[config.mk]
export PLATFORM = sky130hd
export DESIGN_NAME = if_stage_flat
export DESIGN_NICKNAME = d
export VERILOG_FILES = /design/src/rtl/if_stage_pkg.sv /design/src/rtl/if_stage_if.sv /design/src/rtl/if_stage_fetch_queue.sv /design/src/rtl/if_stage.sv /design/src/flat_wrapper.sv
export SDC_FILE = /design/constraint.sdc
export NUM_CORES = 1
export LEC_CHECK = 0
export CAP_MARGIN = 5
export CORE_MARGIN = 4
export CORE_UTILIZATION = 49
export CTS_CLUSTER_SIZE = 20
export DETAILED_ROUTE_END_ITERATION = 8
export GPL_TIMING_DRIVEN = 0
export PLACE_DENSITY_LB_ADDON = 0.12
export SLEW_MARGIN = 20
export SYNTH_ARGS = -nofsm -noshare
export SYNTH_HDL_FRONTEND = slang
export SYNTH_SLANG_ARGS = --single-unit
[constraint.sdc]
create_clock -name clk -period 9.1 [get_ports clk]
set_input_delay 0.91 -clock clk [delete_from_list [all_inputs] [get_ports clk]]
set_output_delay 0.91 -clock clk [all_outputs]
set_load 0.005 [all_outputs]
[src/rtl/if_stage_pkg.sv]
// -----------------------------------------------------------------------------
// if_stage_pkg
// Shared types and constants for the instruction-fetch stage and its consumers.
//   if_id_flow_t     : {pc, instr} record handed from fetch to decode
//   NOP_INSTR        : instruction shown on outflow while nothing valid is queued
//   DEFAULT_RESET_PC : default first fetch address after reset
// -----------------------------------------------------------------------------
package if_stage_pkg;

  localparam logic [31:0] NOP_INSTR        = 32'h0000_0013;
  localparam logic [31:0] DEFAULT_RESET_PC = 32'h0000_0000;

  typedef struct packed {
    logic [31:0] pc;
    logic [31:0] instr;
  } if_id_flow_t;

endpackage

[src/rtl/if_stage_if.sv]
// -----------------------------------------------------------------------------
// if_stage_if
// Instruction-memory bus between the fetch stage (master) and memory (slave).
//   req_valid/req_ready/req_addr : fetch request channel
//   resp_valid/resp_data         : in-order response channel, no back-pressure
//
// Handshake: a request transfers on a rising clk edge where req_valid and
// req_ready are both high. req_addr is only meaningful while req_valid is high.
// Responses return in request order, at least one cycle after acceptance, and
// each is presented for exactly one cycle with resp_valid high.
// -----------------------------------------------------------------------------
interface if_stage_if;
  import if_stage_pkg::*;

  logic        req_valid;
  logic        req_ready;
  logic [31:0] req_addr;
  logic        resp_valid;
  logic [31:0] resp_data;

  modport master (
    output req_valid,
    output req_addr,
    input  req_ready,
    input  resp_valid,
    input  resp_data
  );

  modport slave (
    input  req_valid,
    input  req_addr,
    output req_ready,
    output resp_valid,
    output resp_data
  );

endinterface

[src/rtl/if_stage_fetch_queue.sv]
// -----------------------------------------------------------------------------
// fetch_queue
// Generic synchronous FIFO with flush.
//   clk, reset : clock, asynchronous active-high reset
//   push       : write push_data at the tail
//   pop        : drop the head entry (caller guarantees count != 0)
//   flush      : empty the FIFO; wins over push and pop in the same cycle
//   count      : number of stored entries (0..DEPTH)
//   head       : oldest entry; undefined while count == 0
// DEPTH must be a power of two so the pointers wrap naturally.
// -----------------------------------------------------------------------------
module fetch_queue #(
  parameter int W     = 32,
  parameter int DEPTH = 2,
  localparam int AW   = $clog2(DEPTH),
  localparam int CW   = AW + 1
) (
  input  logic          clk,
  input  logic          reset,
  input  logic          push,
  input  logic [W-1:0]  push_data,
  input  logic          pop,
  input  logic          flush,
  output logic [CW-1:0] count,
  output logic [W-1:0]  head
);

  logic [W-1:0]  mem [DEPTH];
  logic [AW-1:0] rd_ptr;
  logic [AW-1:0] wr_ptr;

  always_ff @(posedge clk or posedge reset) begin
    if (reset) begin
      rd_ptr <= '0;
      wr_ptr <= '0;
      count  <= '0;
    end else if (flush) begin
      rd_ptr <= '0;
      wr_ptr <= '0;
      count  <= '0;
    end else begin
      if (push) wr_ptr <= wr_ptr + AW'(1);
      if (pop)  rd_ptr <= rd_ptr + AW'(1);
      if (push && !pop)      count <= count + CW'(1);
      else if (pop && !push) count <= count - CW'(1);
    end
  end

  // Storage needs no reset: count gates every use of head.
  always_ff @(posedge clk) begin
    if (push && !flush) mem[wr_ptr] <= push_data;
  end

  assign head = mem[rd_ptr];

endmodule

[src/rtl/if_stage.sv]
// -----------------------------------------------------------------------------
// if_stage
// Instruction fetch: generates the PC, issues in-order requests on the imem
// bus, buffers returned words and presents one {pc, instr} per cycle to decode.
// A redirect from execute discards everything queued or in flight.
//
// Ports
//   clk, reset       : clock, asynchronous active-high reset
//   stall            : decode cannot accept; hold outflow
//   redirect_valid   : control-flow change from execute (beats stall/request/pop)
//   redirect_pc      : redirect target, word aligned
//   imem             : if_stage_if.master, instruction-memory request/response
//   out_valid        : outflow carries a real instruction
//   outflow          : {pc, instr}; {last pc, NOP} while nothing is queued
//   bubble_cnt       : only with IF_PERF_CNT_EN defined; counts cycles with
//                      !out_valid && !stall, wraps at 2^32
//
// Parameters: RESET_PC (first fetch address), QDEPTH (queue entries, power of
// two, >= 2).
// -----------------------------------------------------------------------------
module if_stage
  import if_stage_pkg::*;
#(
  parameter logic [31:0] RESET_PC = DEFAULT_RESET_PC,
  parameter int          QDEPTH   = 2
) (
  input  logic              clk,
  input  logic              reset,
  input  logic              stall,
  input  logic              redirect_valid,
  input  logic [31:0]       redirect_pc,
  if_stage_if.master        imem,
  output logic              out_valid,
  output if_id_flow_t       outflow
`ifdef IF_PERF_CNT_EN
  ,
  output logic [31:0]       bubble_cnt
`endif
);

  localparam int CW = $clog2(QDEPTH) + 1;
  // One spare bit: back-to-back redirects under long memory latency can stack
  // stale responses beyond QDEPTH before they drain.
  localparam int DW = CW + 1;
  localparam logic [DW-1:0] CREDIT = DW'(QDEPTH);

  logic [31:0]   pc_q;
  logic [31:0]   last_pc;
  logic [DW-1:0] drop_cnt;
  logic [CW-1:0] in_flight;
  logic [CW-1:0] q_count;
  logic [31:0]   tag_pc;
  if_id_flow_t   q_head;
  if_id_flow_t   q_push_data;
  logic          req_fire;
  logic          resp_keep;
  logic          resp_drop;
  logic          q_push;
  logic          q_pop;
  logic [DW-1:0] used;

  assign out_valid = (q_count != '0);
  assign q_pop     = out_valid && !stall && !redirect_valid;

  // Credits: a slot being popped this cycle is already free, which is what
  // sustains one instruction per cycle with a 1-cycle memory and QDEPTH = 2.
  assign used = DW'(in_flight) + DW'(q_count) - DW'(q_pop);

  // Requests pause while too many stale responses are outstanding so that
  // drop_cnt can never overflow.
  assign imem.req_valid = !reset && !redirect_valid &&
                          (used < CREDIT) && (drop_cnt <= CREDIT);
  assign imem.req_addr  = pc_q;

  assign req_fire  = imem.req_valid && imem.req_ready;
  assign resp_keep = imem.resp_valid && (drop_cnt == '0);
  assign resp_drop = imem.resp_valid && (drop_cnt != '0);
  assign q_push    = resp_keep && !redirect_valid;
  assign q_push_data = {tag_pc, imem.resp_data};

  fetch_queue #(.W($bits(if_id_flow_t)), .DEPTH(QDEPTH)) u_instr_q (
    .clk       (clk),
    .reset     (reset),
    .push      (q_push),
    .push_data (q_push_data),
    .pop       (q_pop),
    .flush     (redirect_valid),
    .count     (q_count),
    .head      (q_head)
  );

  // PC tags of accepted, not-yet-answered requests; its occupancy is the
  // in-flight count (cleared on redirect, the stale ones move to drop_cnt).
  fetch_queue #(.W(32), .DEPTH(QDEPTH)) u_tag_q (
    .clk       (clk),
    .reset     (reset),
    .push      (req_fire),
    .push_data (pc_q),
    .pop       (resp_keep),
    .flush     (redirect_valid),
    .count     (in_flight),
    .head      (tag_pc)
  );

  always_ff @(posedge clk or posedge reset) begin
    if (reset) begin
      pc_q     <= RESET_PC;
      last_pc  <= RESET_PC;
      drop_cnt <= '0;
    end else begin
      if (out_valid) last_pc <= q_head.pc;
      if (redirect_valid) begin
        pc_q     <= redirect_pc;
        // Whatever response arrives now (kept or dropped) is already counted.
        drop_cnt <= drop_cnt + DW'(in_flight) - DW'(imem.resp_valid);
      end else begin
        if (req_fire)  pc_q     <= pc_q + 32'd4;
        if (resp_drop) drop_cnt <= drop_cnt - DW'(1);
      end
    end
  end

  always_comb begin
    outflow = q_head;
    if (!out_valid) begin
      outflow.pc    = last_pc;
      outflow.instr = NOP_INSTR;
    end
  end

`ifdef IF_PERF_CNT_EN
  always_ff @(posedge clk or posedge reset) begin
    if (reset)                   bubble_cnt <= '0;
    else if (!out_valid && !stall) bubble_cnt <= bubble_cnt + 32'd1;
  end
`endif

  assert property (@(posedge clk) disable iff (reset)
                   imem.resp_valid |-> (in_flight != '0 || drop_cnt != '0))
    else $error("if_stage: imem response with no outstanding request");

endmodule

[src/flat_wrapper.sv]
// flat-port wrapper written by rule: the top's interface ports become plain ports
module if_stage_flat import if_stage_pkg::*;
#(
  parameter logic [31:0] RESET_PC = DEFAULT_RESET_PC,
  parameter int          QDEPTH   = 2
)
  (clk, reset, stall, redirect_valid, redirect_pc, out_valid, outflow, imem_req_valid, imem_req_addr, imem_req_ready, imem_resp_valid, imem_resp_data);
  if_stage_if imem_i ();
  input  logic clk;
  input  logic reset;
  input  logic stall;
  input  logic redirect_valid;
  input  logic [31:0] redirect_pc;
  output logic out_valid;
  output if_id_flow_t outflow;
  output wire logic [$bits(imem_i.req_valid)-1:0] imem_req_valid;
  output wire logic [$bits(imem_i.req_addr)-1:0] imem_req_addr;
  input wire logic [$bits(imem_i.req_ready)-1:0] imem_req_ready;
  input wire logic [$bits(imem_i.resp_valid)-1:0] imem_resp_valid;
  input wire logic [$bits(imem_i.resp_data)-1:0] imem_resp_data;
  assign imem_req_valid = imem_i.req_valid;
  assign imem_req_addr = imem_i.req_addr;
  assign imem_i.req_ready = imem_req_ready;
  assign imem_i.resp_valid = imem_resp_valid;
  assign imem_i.resp_data = imem_resp_data;
  if_stage #(.RESET_PC(RESET_PC), .QDEPTH(QDEPTH)) u_core (.clk(clk), .reset(reset), .stall(stall), .redirect_valid(redirect_valid), .redirect_pc(redirect_pc), .imem(imem_i), .out_valid(out_valid), .outflow(outflow));
endmodule
==> results of run 1 <==
[state kept, by name, indices dropped and copies added (netlist names)]
signal	flops
u_core.u_tag_q.rd_ptr	1
u_core.u_tag_q.mem	64
u_core.u_instr_q.rd_ptr	1
u_core.u_tag_q.count	2
u_core.u_instr_q.mem	128
u_core.last_pc	32
u_core.u_instr_q.count	2
u_core.drop_cnt	3
u_core.imem.req_addr	32
u_core.u_instr_q.wr_ptr	1
u_core.u_tag_q.wr_ptr	1
[power by group]
group | internal [uW] | leakage, uW | switching (uW)
sequential | 1460 | 0.00266 | 74.9
combinational | 362 | 0.00176 | 333
clock | 713 | 0.000454 | 443
total | 2540 | 0.00488 | 852
[cell usage after synthesis (all sizes together), types with 11 or more instances]
master	instances	area (um2)
nand2	73	274
clkbuf	29	109
xnor2	11	96.3
nand4	15	100
nor3	12	60.1
edfxtp	192	5770
o21ai	56	280
mux2i	65	651
mux2	35	394
dfrtp	75	1880
nor2	48	180
a21oi	11	55.1
xor2	12	105
inv	15	56.3
[layout by cell type (no fill, tap or decap), types with 27 or more instances in the layout]
cell and instances:
clkbuf_16 27, nand2_1 73, o21ai_0 44, edfxtp_1 192
mux2_2 35, nor2_1 47, dfrtp_1 75, mux2i_1 65
clkdlybuf4s50_1 167, clkbuf_1 32
[worst max-delay path by stage]
stage	start	endpoint	slack (ps)	cells past startpoint
after floorplan	redirect_valid	u_core.u_instr_q.mem[0][0]	2800	3
final	redirect_valid	imem_req_valid	3410	11
after global routing	redirect_valid	imem_req_valid	3180	11
after detailed placement	redirect_valid	u_core.u_tag_q.mem[0][16]	2990	12
after CTS	redirect_valid	imem_req_valid	3410	11
after global placement	redirect_valid	u_core.u_instr_q.mem[0][40]	-890	4
[cell type report]
class	count	area (um2)	share of cell area
multi-input combinational	416	2880	0.208
clock inverter	19	249	0.0180
buffer	38	149	0.0107
sequential	267	7640	0.551
clock buffer	30	687	0.0495
inverter	15	58.8	0.00424
timing repair buffer	179	1850	0.134
tap	275	344	0.0248
[stage by stage]
stage / hold slack [ps] / total power [uW] / cells / setup slack [ps] / TNS, ps
global route: 519 / 3540 / 1239 / 3180 / 0
CTS: 495 / 3420 / 1239 / 3410 / 0
detailed placement: 484 / 2260 / 1190 / 2990 / 0
floorplan: 453 / 1870 / 736 / 2800 / 0
global placement: 471 / 2230 / 1178 / -886 / -56340
finish: 494 / 3390 / 1239 / 3410 / 0
[logic make-up after synthesis]
logic type                 after synthesis
adders and majority gates               11
DFF                                    267
xor gates and xnor gates                23
and+or+nand+nor                        190
AOI/OAI and AO/OA                       92
muxes                                  100
buffers and inverters                   53
[layer usage]
layer  vias up  routed length (um)  GRT usage
met5         -                   0          0
met4         0                 360     0.0446
met3        29                1520     0.0288
met2       247               12100      0.338
met1      3356               10400      0.270
li1       3139                   -          -
[critical path, stage by stage]
cell	delay, ps
clkdlybuf4s50_1	620
clkbuf_1	530
buf_1	520
nor3_1	180
ha_1	300
nand2b_1	150
fa_1	520
nor4b_2	280
nand2_1	90
nor2_1	140
clkdlybuf4s50_1	530
==> results.json, run 1 <==
{
  "status": "finished clean",
  "antenna_left": 0,
  "diodes": 0,
  "initial_core_util": 0.503,
  "cts_tree": "done",
  "synth_top_family_by_area": "multiplexers",
  "hp-start": "u_core.last_pc[0]",
  "dieArea_um2": 24300,
  "totalWireLength_mm": 24.4,
  "clock_sinks": 267,
  "syn-instance-count": 736,
  "required_ps": 8190,
  "routabilityCongestion": 0.828,
  "path_class": "input port to output port",
  "drt_first_pass_iters": 5,
  "clk_latency_ps": 520,
  "yosys.area_share.simple": 0.0862,
  "hpwl_mm": 17.0,
  "period_minus_slack_ps": 5690,
  "synthArstFlopShare": 0.281,
  "area_growth_pct": 29.5,
  "coreArea_um2": 21300,
  "maxCapViolations": 0,
  "holdPathStages": 2,
  "min_to": "u_core.last_pc[0]",
  "vdd_drop_max_v": 0.000131,
  "cts.path.max_buffers": 3,
  "cp_max_fo": 10,
  "cts_buffers": 27,
  "root_buffer": "clkbuf_16",
  "hold_class": "flop to flop",
  "fillers": 1606,
  "rows": 53,
  "min_period_over_period": 0.626,
  "drt_iter0_drc": 323,
  "ys_types": 48,
  "fp.dieH_um": 156,
  "r2r-start": "u_core.u_instr_q.count[1]",
  "cp.arrival_ps": 4780,
  "clock.fmax_mhz": 176,
  "num_io_pins": 168,
  "ys_seq_elements": 267,
  "synth_adder_area_share": 0.0143,
  "clk_pin_slew_ps": 60,
  "setup_viol": 0,
  "postPlaceCellArea_um2": 12900,
  "final_nets": 1025,
  "hold_viol": 0,
  "grt_pass1_wl_mm": 38.0,
  "maxSlewHeadroom": 0.401,
  "grt_max_degree": 50,
  "utilization": 0.651,
  "grt_antenna_before_repair": 0,
  "final_area_um2": 13900,
  "worst_slew_pin_slew_ps": 890,
  "syn_area_per_cell_um2": 14.6,
  "h-tree-depth": 1,
  "synth_ff_type": "edfxtp_1",
  "syn-cell-area_um2": 10700,
  "io_buffers": 167,
  "synth-compound-area-share": 0.0504,
  "syn_nets": 817,
  "rsz0062_at_grt": "no",
  "grtUsageTotal": 0.197,
  "drt-vias-per-instance": 5.46,
  "synth_edf_count": 192,
  "vias": 6771,
  "rrSetupSlack_ps": 3660,
  "reg2reg_depth": 12,
  "final_max_slew_viol_count": 0,
  "p_leak_uw": 0.00488,
  "yosysSeqAreaShare": 0.714,
  "startpoint_type": "input port",
  "worstSetupEndpointType": "output port",
  "cts_resized": 0,
  "wl_per_cell_um": 19.7,
  "drive_gt1_frac": 0.109,
  "cts_setup_buffers": 0,
  "worstReg2RegEnd": "u_core.u_tag_q.mem[0][15]",
  "synthMuxAreaShare": 0.0976,
  "drc": 0,
  "first_global_vias": 7035,
  "dieWidth_um": 156,
  "cts_hold_buf": 0,
  "ys_warn_count": 0,
  "synth_xor_area_frac": 0.0188,
  "grt.overflow.total": 0,
  "fin_worst_skew_ps": 15.5,
  "power_density_nw_per_um2": 245
}
Note: power is estimated with default switching activity, not from simulation.
==> run 2, diff against run 1 <==
--- a/config.mk
+++ b/config.mk
@@ -7,7 +7,7 @@
 export LEC_CHECK = 0
 export CAP_MARGIN = 5
 export CORE_MARGIN = 4
-export CORE_UTILIZATION = 49
+export CORE_UTILIZATION = 48
 export CTS_CLUSTER_SIZE = 20
 export DETAILED_ROUTE_END_ITERATION = 8
 export GPL_TIMING_DRIVEN = 0
==> constraint.sdc (replaced) <==
create_clock -name clk -period 4.9 [get_ports clk]
set_input_delay 0.49 -clock clk [delete_from_list [all_inputs] [get_ports clk]]
set_output_delay 0.49 -clock clk [all_outputs]
set_load 0.005 [all_outputs]
==> run 2 against run 1 <==
Net effect: first-iteration DRC count is 12% higher; die area is 2.0% higher; register-to-register slack worse by 3200 ps; flip-flop and latch count stayed put; via count is 1.7% lower; critical path depth stayed put; highest routed layer unchanged; total power is 82% higher; cell count is 0.32% higher; clock power is 75% higher.
==> results.json, run 2 (synthesized netlist as in run 1, its figures left out) <==
{
  "multi_input_area_um2": 2890,
  "drc": 0,
  "path_cells": "clkdlybuf4s50_1, clkbuf_1, buf_2, nor3_1, ha_1, nand2b_1, fa_1, nor4b_2, nand2_1, nor2_1, clkdlybuf4s50_1",
  "grt_max_degree": 53,
  "p_leak_uw": 0.00486,
  "dieArea_um2": 24800,
  "final_cell_mix": "192 x edfxtp_1, 167 x clkdlybuf4s50_1, 75 x dfrtp_1, 73 x nand2_1, 65 x mux2i_1",
  "cp_slowest_cell": "clkdlybuf4s50_1",
  "root_buffer": "clkbuf_16",
  "power.total_uw": 6170,
  "critPathMaxStageDelay_ps": 640,
  "setup_viol": 0,
  "first_global_vias": 6959,
  "vdd_drop_max_v": 0.000317,
  "routabilityCongestion": 0.862,
  "reg2reg_depth": 13,
  "drt_iter0_drc": 363,
  "totalWireLength_mm": 23.9,
  "required_ps": 4410,
  "worstReg2RegEnd": "u_core.u_tag_q.mem[1][12]",
  "cts_tree": "done",
  "worst_slew_pin_slew_ps": 986,
  "cp.buffers_inverters": 4,
  "min_period_over_period": 0.942,
  "rrSetupSlack_ps": 490,
  "drt-vias-per-instance": 5.35,
  "clk_pin_slew_ps": 70,
  "r2r-start": "u_core.u_instr_q.count[1]",
  "grt_pass1_wl_mm": 38.0,
  "regArea_um2": 7640,
  "layout_commonest_cell": "edfxtp_1",
  "crit_top_cell": "clkdlybuf4s50_1",
  "maxCapViolations": 0,
  "clock.fmax_mhz": 217,
  "hpwl_mm": 16.8,
  "hold_viol": 0,
  "h-tree-depth": 1,
  "final_nets": 1023,
  "maxSlewHeadroom": 0.343,
  "hold_ws_ps": 377,
  "cts_hold_buf": 0,
  "clock_sinks": 267,
  "fin_worst_skew_ps": 16.9,
  "period_minus_slack_ps": 4620,
  "area_growth_pct": 29.2,
  "hold_class": "input port to async pin",
  "io_buffers": 167,
  "startpoint": "redirect_valid",
  "fin_setup_tns_ps": 0,
  "clk_latency_ps": 530,
  "rsz0062_at_grt": "no",
  "cts.path.max_buffers": 3,
  "rows": 54,
  "drt_first_pass_iters": 5,
  "grt.overflow.total": 0,
  "num_io_pins": 168,
  "initial_core_util": 0.489,
  "fillers": 1680,
  "top_register": "u_core.u_instr_q.mem",
  "largest_register_ffs": 128,
  "drive_gt1_frac": 0.111,
  "antenna_left": 0,
  "grt_antenna_before_repair": 0,
  "wl_per_cell_um": 19.2,
  "path_class": "input port to output port",
  "worstSetupEndpointType": "output port",
  "top_regs": "u_core.u_instr_q.mem (128), u_core.u_tag_q.mem (64)",
  "vias": 6654,
  "cp.arrival_ps": 4130,
  "fp.dieH_um": 157,
  "startpoint_type": "input port",
  "coreArea_um2": 21900,
  "diodes": 0,
  "grtUsageTotal": 0.193,
  "power_density_nw_per_um2": 446,
  "critical_path_depth": 11,
  "status": "finished clean",
  "cp_max_fo": 10,
  "cts_buffers": 27,
  "dieWidth_um": 157,
  "path_delay_family": "buffers and inverters",
  "final_max_slew_viol_count": 0
}
[run 2: what timing repair did]
item	CTS	global route
setup buffers	0	1
gates resized for setup	3	2
endpoints found under the setup margin	55	23
pin swaps	0	1
[run 2: where the power goes]
group	internal (uW)	switching [uW]	total [uW]	leakage [uW]
sequential	2720	137	2860	0.00266
clock	1200	827	2030	0.000440
combinational	678	614	1290	0.00176
total	4600	1580	6170	0.00486
[run 2: cell type report]
cell class	count	share of cell area
Buffer	38	0.0110
Clock buffer	38	0.0554
Clock inverter	12	0.00877
Inverter	15	0.00425
Multi-Input combinational cell	416	0.209
Sequential cell	267	0.552
Tap cell	280	0.0253
Timing Repair Buffer	177	0.134
[run 2: routing by layer]
layer | GRT usage | wire [um] | vias to the layer above
li1 | - | - | 3137
met1 | 0.263 | 10200 | 3257
met2 | 0.324 | 11700 | 226
met3 | 0.0346 | 1460 | 34
met4 | 0.0528 | 505 | 0
met5 | 0 | 0 | -
[run 2: per-stage QoR]
| stage | setup slack, ps | std cells | util | area (um2) |
|---|---|---|---|---|
| floorplan | 191 | 736 | - | 10700 |
| global placement | -2260 | 1183 | 0.582 | 12700 |
| detailed placement | -579 | 1192 | 0.591 | 12900 |
| CTS | 101 | 1242 | 0.632 | 13800 |
| global route | 38.5 | 1243 | 0.632 | 13800 |
| finish | 284 | 1243 | 0.632 | 13800 |
[run 2: worst max-delay path by stage]
stage                     slack [ps]                         to
final                            280             imem_req_valid
after global routing              40             imem_req_valid
after CTS                        100  u_core.u_tag_q.mem[0][12]
after detailed placement        -580  u_core.u_tag_q.mem[0][13]
after global placement         -2260  u_core.u_tag_q.mem[0][12]
after floorplan                  190   u_core.u_tag_q.mem[0][0]
==> run 3, diff against run 2 <==
--- a/config.mk
+++ b/config.mk
@@ -12,6 +12,7 @@
 export DETAILED_ROUTE_END_ITERATION = 8
 export GPL_TIMING_DRIVEN = 0
 export PLACE_DENSITY_LB_ADDON = 0.12
+export SKIP_LAST_GASP = 1
 export SLEW_MARGIN = 20
 export SYNTH_ARGS = -nofsm -noshare
 export SYNTH_HDL_FRONTEND = slang
==> results of run 3 <==
No change in the layout: final DEF, timing and power equal those of run 2.
